### src/rtl/mac_feeder.sv
// Frame buffer and sequencer feeding a MAC accumulator: fill, stream, wait for rdy, hand back result.
// Optional build macro MAC_FEEDER_RELU_EN clamps negative results to zero at capture.
module mac_feeder #(
    parameter int DATA_WIDTH = 8,
    parameter int S1_NUM = 8,
    parameter int WAIT_MAX = 16,
    localparam int MAC_OUT_WIDTH = DATA_WIDTH*2+S1_NUM-1,
    localparam int AW = $clog2(S1_NUM)
) (
    input  logic                            clk,
    input  logic                            reset,
    input  logic                            in_valid,
    input  logic signed [DATA_WIDTH-1:0]    in_data,
    output logic                            in_ready,
    input  logic                            w_we,
    input  logic [AW-1:0]                   w_addr,
    input  logic signed [DATA_WIDTH-1:0]    w_data,
    output logic                            w_err,
    output logic signed [DATA_WIDTH-1:0]    mac_inp,
    output logic signed [DATA_WIDTH-1:0]    mac_weight,
    output logic                            mac_en,
    input  logic signed [MAC_OUT_WIDTH-1:0] mac_out,
    input  logic                            mac_rdy,
    output logic                            res_valid,
    output logic signed [MAC_OUT_WIDTH-1:0] res_data,
    input  logic                            res_ready,
    output logic                            timeout
);
    localparam int WW = $clog2(WAIT_MAX+1);
    localparam logic [1:0] S_FILL   = 2'd0;
    localparam logic [1:0] S_STREAM = 2'd1;
    localparam logic [1:0] S_WAIT   = 2'd2;
    localparam logic [1:0] S_OUT    = 2'd3;

    logic [1:0]                      state_q, state_d;
    logic [AW-1:0]                   cnt_q, cnt_d, nxt;
    logic [WW-1:0]                   wait_q, wait_d;
    logic signed [DATA_WIDTH-1:0]    samp_q [S1_NUM];
    logic signed [DATA_WIDTH-1:0]    w_q [S1_NUM];
    logic                            mac_en_q, mac_en_d;
    logic signed [DATA_WIDTH-1:0]    mac_inp_q, mac_inp_d, mac_weight_q, mac_weight_d;
    logic                            res_valid_q, res_valid_d;
    logic signed [MAC_OUT_WIDTH-1:0] res_data_q, res_data_d;
    logic                            w_err_q, w_err_d;
    logic                            timeout_q, timeout_d;
    logic                            accept, w_ok;

    function automatic logic signed [MAC_OUT_WIDTH-1:0] capture(input logic signed [MAC_OUT_WIDTH-1:0] v);
`ifdef MAC_FEEDER_RELU_EN
        return (v < 0) ? '0 : v;
`else
        return v;
`endif
    endfunction

    assign in_ready = (state_q == S_FILL);
    assign accept   = in_valid && in_ready;
    // Weights are frozen while a frame streams so every product uses one coherent set.
    assign w_ok     = w_we && (state_q != S_STREAM) && (int'(w_addr) < S1_NUM);
    assign nxt      = cnt_q + 1'b1;

    always_comb begin
        state_d      = state_q;
        cnt_d        = cnt_q;
        wait_d       = wait_q;
        mac_en_d     = 1'b0;
        mac_inp_d    = '0;
        mac_weight_d = '0;
        res_valid_d  = res_valid_q;
        res_data_d   = res_data_q;
        timeout_d    = 1'b0;
        w_err_d      = w_we && !w_ok;
        case (state_q)
            S_FILL: begin
                if (accept) begin
                    if (cnt_q == AW'(S1_NUM-1)) begin
                        cnt_d        = '0;
                        state_d      = S_STREAM;
                        mac_en_d     = 1'b1;
                        mac_inp_d    = samp_q[0];
                        // A same-edge write to slot 0 must already be visible on the first pair.
                        mac_weight_d = (w_ok && w_addr == '0) ? w_data : w_q[0];
                    end else begin
                        cnt_d = nxt;
                    end
                end
            end
            S_STREAM: begin
                if (cnt_q == AW'(S1_NUM-1)) begin
                    state_d = S_WAIT;
                    cnt_d   = '0;
                    wait_d  = '0;
                end else begin
                    cnt_d        = nxt;
                    mac_en_d     = 1'b1;
                    mac_inp_d    = samp_q[nxt];
                    mac_weight_d = w_q[nxt];
                end
            end
            S_WAIT: begin
                if (mac_rdy) begin
                    res_data_d  = capture(mac_out);
                    res_valid_d = 1'b1;
                    state_d     = S_OUT;
                end else if (wait_q == WW'(WAIT_MAX-1)) begin
                    timeout_d = 1'b1;
                    state_d   = S_FILL;
                end else begin
                    wait_d = wait_q + 1'b1;
                end
            end
            default: begin
                if (res_ready) begin
                    res_valid_d = 1'b0;
                    state_d     = S_FILL;
                end
            end
        endcase
    end

    always_ff @(posedge clk or posedge reset) begin
        if (reset) begin
            state_q      <= S_FILL;
            cnt_q        <= '0;
            wait_q       <= '0;
            mac_en_q     <= 1'b0;
            mac_inp_q    <= '0;
            mac_weight_q <= '0;
            res_valid_q  <= 1'b0;
            res_data_q   <= '0;
            w_err_q      <= 1'b0;
            timeout_q    <= 1'b0;
        end else begin
            state_q      <= state_d;
            cnt_q        <= cnt_d;
            wait_q       <= wait_d;
            mac_en_q     <= mac_en_d;
            mac_inp_q    <= mac_inp_d;
            mac_weight_q <= mac_weight_d;
            res_valid_q  <= res_valid_d;
            res_data_q   <= res_data_d;
            w_err_q      <= w_err_d;
            timeout_q    <= timeout_d;
        end
    end

    always_ff @(posedge clk or posedge reset) begin
        if (reset) begin
            for (int i = 0; i < S1_NUM; i++) begin
                samp_q[i] <= '0;
                w_q[i]    <= '0;
            end
        end else begin
            if (accept) samp_q[cnt_q] <= in_data;
            if (w_ok) w_q[w_addr] <= w_data;
        end
    end

    assign mac_en     = mac_en_q;
    assign mac_inp    = mac_inp_q;
    assign mac_weight = mac_weight_q;
    assign res_valid  = res_valid_q;
    assign res_data   = res_data_q;
    assign w_err      = w_err_q;
    assign timeout    = timeout_q;
endmodule

### config.mk
export PLATFORM = sky130hd
export DESIGN_NAME = mac_feeder
export DESIGN_NICKNAME = d
export VERILOG_FILES = /design/src/rtl/mac_feeder.sv
export SDC_FILE = /design/constraint.sdc
export NUM_CORES = 1
export LEC_CHECK = 0
export ABC_AREA = 0
export CAP_MARGIN = 25
export CORE_AREA = 4 4 159 161
export CTS_CLUSTER_SIZE = 10
export DETAILED_ROUTE_END_ITERATION = 8
export DIE_AREA = 0 0 163 165
export REMOVE_ABC_BUFFERS = 1
export SLEW_MARGIN = 20
export SYNTH_ARGS = -nofsm -noshare
export SYNTH_HDL_FRONTEND = slang
export SYNTH_SLANG_ARGS = --single-unit
### constraint.sdc
create_clock -name clk -period 8.5 [get_ports clk]
set_clock_uncertainty 0.15 [all_clocks]
set_input_delay 1.7 -clock clk [delete_from_list [all_inputs] [get_ports clk]]
set_output_delay 1.7 -clock clk [all_outputs]
set_load 0.01 [all_outputs]
==> flow_metrics.py <==
metrics = {
    "run_status": {
        "outcome": "finished clean",
    },
    "sta": {
        "final-hold-violation-count": 0,
        "worstMarginPinSlew_ns": 0.862,
        "fmax_ghz": 0.273,
        "maxSlewViolCount": 0,
        "finalSetupViolCount": 0,
        "period_needed_ns": 3.66,
        "max_slew_margin_pct": 42.3,
        "rsz0062_at_grt": "false",
        "fin_crit_sh_pct": 43.1,
        "fin_tns_setup_ns": 0,
    },
    "job": {
        "maxCapViolCount": 0,
    },
    "synth": {
        "postSynthCellCount": 548,
        "synth-simple-area-share_pct": 6.30,
        "synth_seq_area_share_pct": 55.2,
        "synth_seq_cells": 181,
        "synth_fa_ha_area_share_pct": 1.22,
        "ys_types": 46,
        "synth_compound_area_share_pct": 4.62,
        "synth-edff-count": 0,
        "synth_top_family_by_area": "multiplexers",
        "muxShareOfSynthArea_pct": 30.4,
        "synth_area_mm2": 0.00820,
        "syn_avg_cell_area_um2": 15.0,
        "synthFlopType": "dfrtp_1",
        "synth_xor_area_share_pct": 0,
        "async_flop_share_pct": 100,
        "yosys_warnings": 0,
    },
    "grt": {
        "overflow": 0,
        "grt_pass1_wl_um": 30300,
        "first_global_vias": 5559,
        "grt_antenna_before_repair": 0,
        "grt_max_degree": 96,
        "gr-usage-all-layers_pct": 14.5,
    },
    "layout": {
        "layout-drive-gt1-share_pct": 36.6,
        "syn_to_final_growth_pct": 22.0,
        "final-seq-area_mm2": 0.00453,
        "diodes": 0,
        "final_common_cell": "dfrtp_1",
        "layout_common_cells": "dfrtp_1 (180), mux2_2 (141), clkdlybuf4s50_1 (91)",
        "multi_input_area_mm2": 0.00349,
        "final_cells": 975,
        "fillers": 2235,
        "final_nets": 694,
    },
    "critical_path": {
        "endpoint_kind": "output pin",
        "arrival_ns": 1.81,
        "critPathLaunchType": "flop",
        "regToRegSetupSlack_ns": 5.63,
        "rr_startpoint": "cnt_q[1]",
        "crit_required_ns": 6.65,
        "crit_start": "state_q[1]",
        "cp_max_fo": 6,
        "crit_type": "flop to output pin",
    },
    "clock_network": {
        "postCtsSetupBuffers": 0,
        "ctsResizeCount": 0,
        "cts_max_level": 4,
        "cts_tree": "done",
        "cts.clk_slew.worst_paths_ns": 0.07,
        "cts_hold_buf": 0,
        "numClockSinks": 181,
        "worst_skew_pair.late_latency_ns": 0.43,
        "cts_buffers": 17,
        "clockBufferDepth": 2,
        "root_buffer": "clkbuf_16",
    },
    "floorplan": {
        "core.rowCount": 57,
        "initial_core_util_pct": 34.2,
        "io_pins": 92,
        "die-area_mm2": 0.0269,
        "chipHeight_um": 165,
        "coreArea_mm2": 0.0240,
        "die_x_um": 163,
    },
    "placed_design": {
        "dp_cells": 943,
        "hpwl_um": 12400,
        "routabilityCongestion": 0.718,
        "portBuffers": 91,
    },
    "pwr": {
        "p_leak_nw": 4.27,
        "ir_drop_mv": 0.186,
        "p_per_area_mw_per_mm2": 386,
    },
    "routing": {
        "drc": 0,
        "via_per_inst": 5.07,
        "drt_iter0_drc": 166,
        "firstDrtPassIters": 4,
        "wirelength_um": 18600,
        "vias": 4948,
        "wl_per_cell_um": 19.0,
        "antenna_left": 0,
    },
    "min_path": {
        "hp-start": "samp_q[14]",
        "hold_path.class": "flop to flop",
    },
}
==> power breakdown <==
| part | internal [mW] | switching [mW] | leakage (nW) |
|---|---|---|---|
| logic | 0.905 | 0.696 | 1.75 |
| registers | 1.26 | 0.218 | 2.23 |
| clock network | 0.417 | 0.361 | 0.289 |
==> routing by layer <==
layer | up-vias | global-route usage [%] | part of all wire (%)
met1 | 2567 | 17.7 | 42
met4 | 0 | 5.60 | 2.6
met3 | 40 | 3.99 | 4.8
met2 | 126 | 24.6 | 50
li1 | 2215 | - | -
met5 | - | 0 | 0
==> through the flow <==
step | instance area, um^2 | utilization, % | hold WS [ns] | worst slack, ns | total power [mW]
2_1_floorplan | 8040 | - | 0.311 | 1.73 | 2.57
3_3_place_gp | 9400 | 39.2 | 0.330 | 4.35 | 3.03
3_5_place_dp | 9410 | 39.3 | 0.337 | 4.24 | 3.12
4_1_cts | 10000 | 41.7 | 0.352 | 4.72 | 3.91
5_1_grt | 10000 | 41.7 | 0.369 | 4.77 | 4.10
6_report | 10000 | 41.7 | 0.353 | 4.84 | 3.86
==> layout make-up <==
type,instances,area share (%)
Tap cell,324,4.05
Sequential cell,181,45.3
Inverter,6,0.275
Clock buffer,17,4.25
Multi-Input combinational cell,336,34.9
Timing Repair Buffer,96,9.59
Clock inverter,15,1.59
==> synth_stat cells, types with 7 or more instances <==
| library cell | count | area share, % |
|---|---|---|
| mux2_2 | 141 | 19 |
| mux4_2 | 22 | 6.0 |
| nand2b_1 | 8 | 0.61 |
| o2bb2ai_1 | 8 | 0.85 |
| mux2_4 | 16 | 2.9 |
| nor2b_1 | 16 | 1.2 |
| buf_2 | 9 | 0.55 |
| nand2_1 | 23 | 1.1 |
| dfrtp_1 | 181 | 55 |
| a21oi_1 | 11 | 0.67 |
| clkbuf_1 | 7 | 0.32 |
| mux2i_1 | 12 | 1.5 |
| ha_1 | 8 | 1.2 |
==> worst paths after layout <==
| kind | depth (start not counted) | end |
|---|---|---|
| max in group asynchronous | 3 | cnt_q[0] |
| setup / recovery | 3 | in_ready |
| hold / removal | 1 | samp_q[14] |
| hold reg to reg | 1 | samp_q[14] |
| setup reg to reg | 5 | mac_weight[2] |
| min in group asynchronous | 2 | res_data[21] |
==> sequential cells by signal, indices dropped and copies added, names as in the netlist <==
signal and count:
samp_q 64, w_q 64, res_data 23, mac_inp 8, mac_weight 8, wait_q 5, cnt_q 3, state_q 2
mac_en 1, res_valid 1, timeout 1, w_err 1
==> critical path: stages (launching register included) <==
cell,delay (ns)
dfrtp_1,0.41
inv_1,0.14
ha_1,0.27
clkdlybuf4s50_1,0.57
==> kinds of logic after synthesis <==
family	after synthesis
buffers and inverters	31
multiplexers	193
flip-flops	181
AO/OA/AOI/OAI	52
AND/OR/NAND/NOR	83
adder cells (fa/ha/maj)	8
Note: power is estimated with default switching activity, not from simulation.
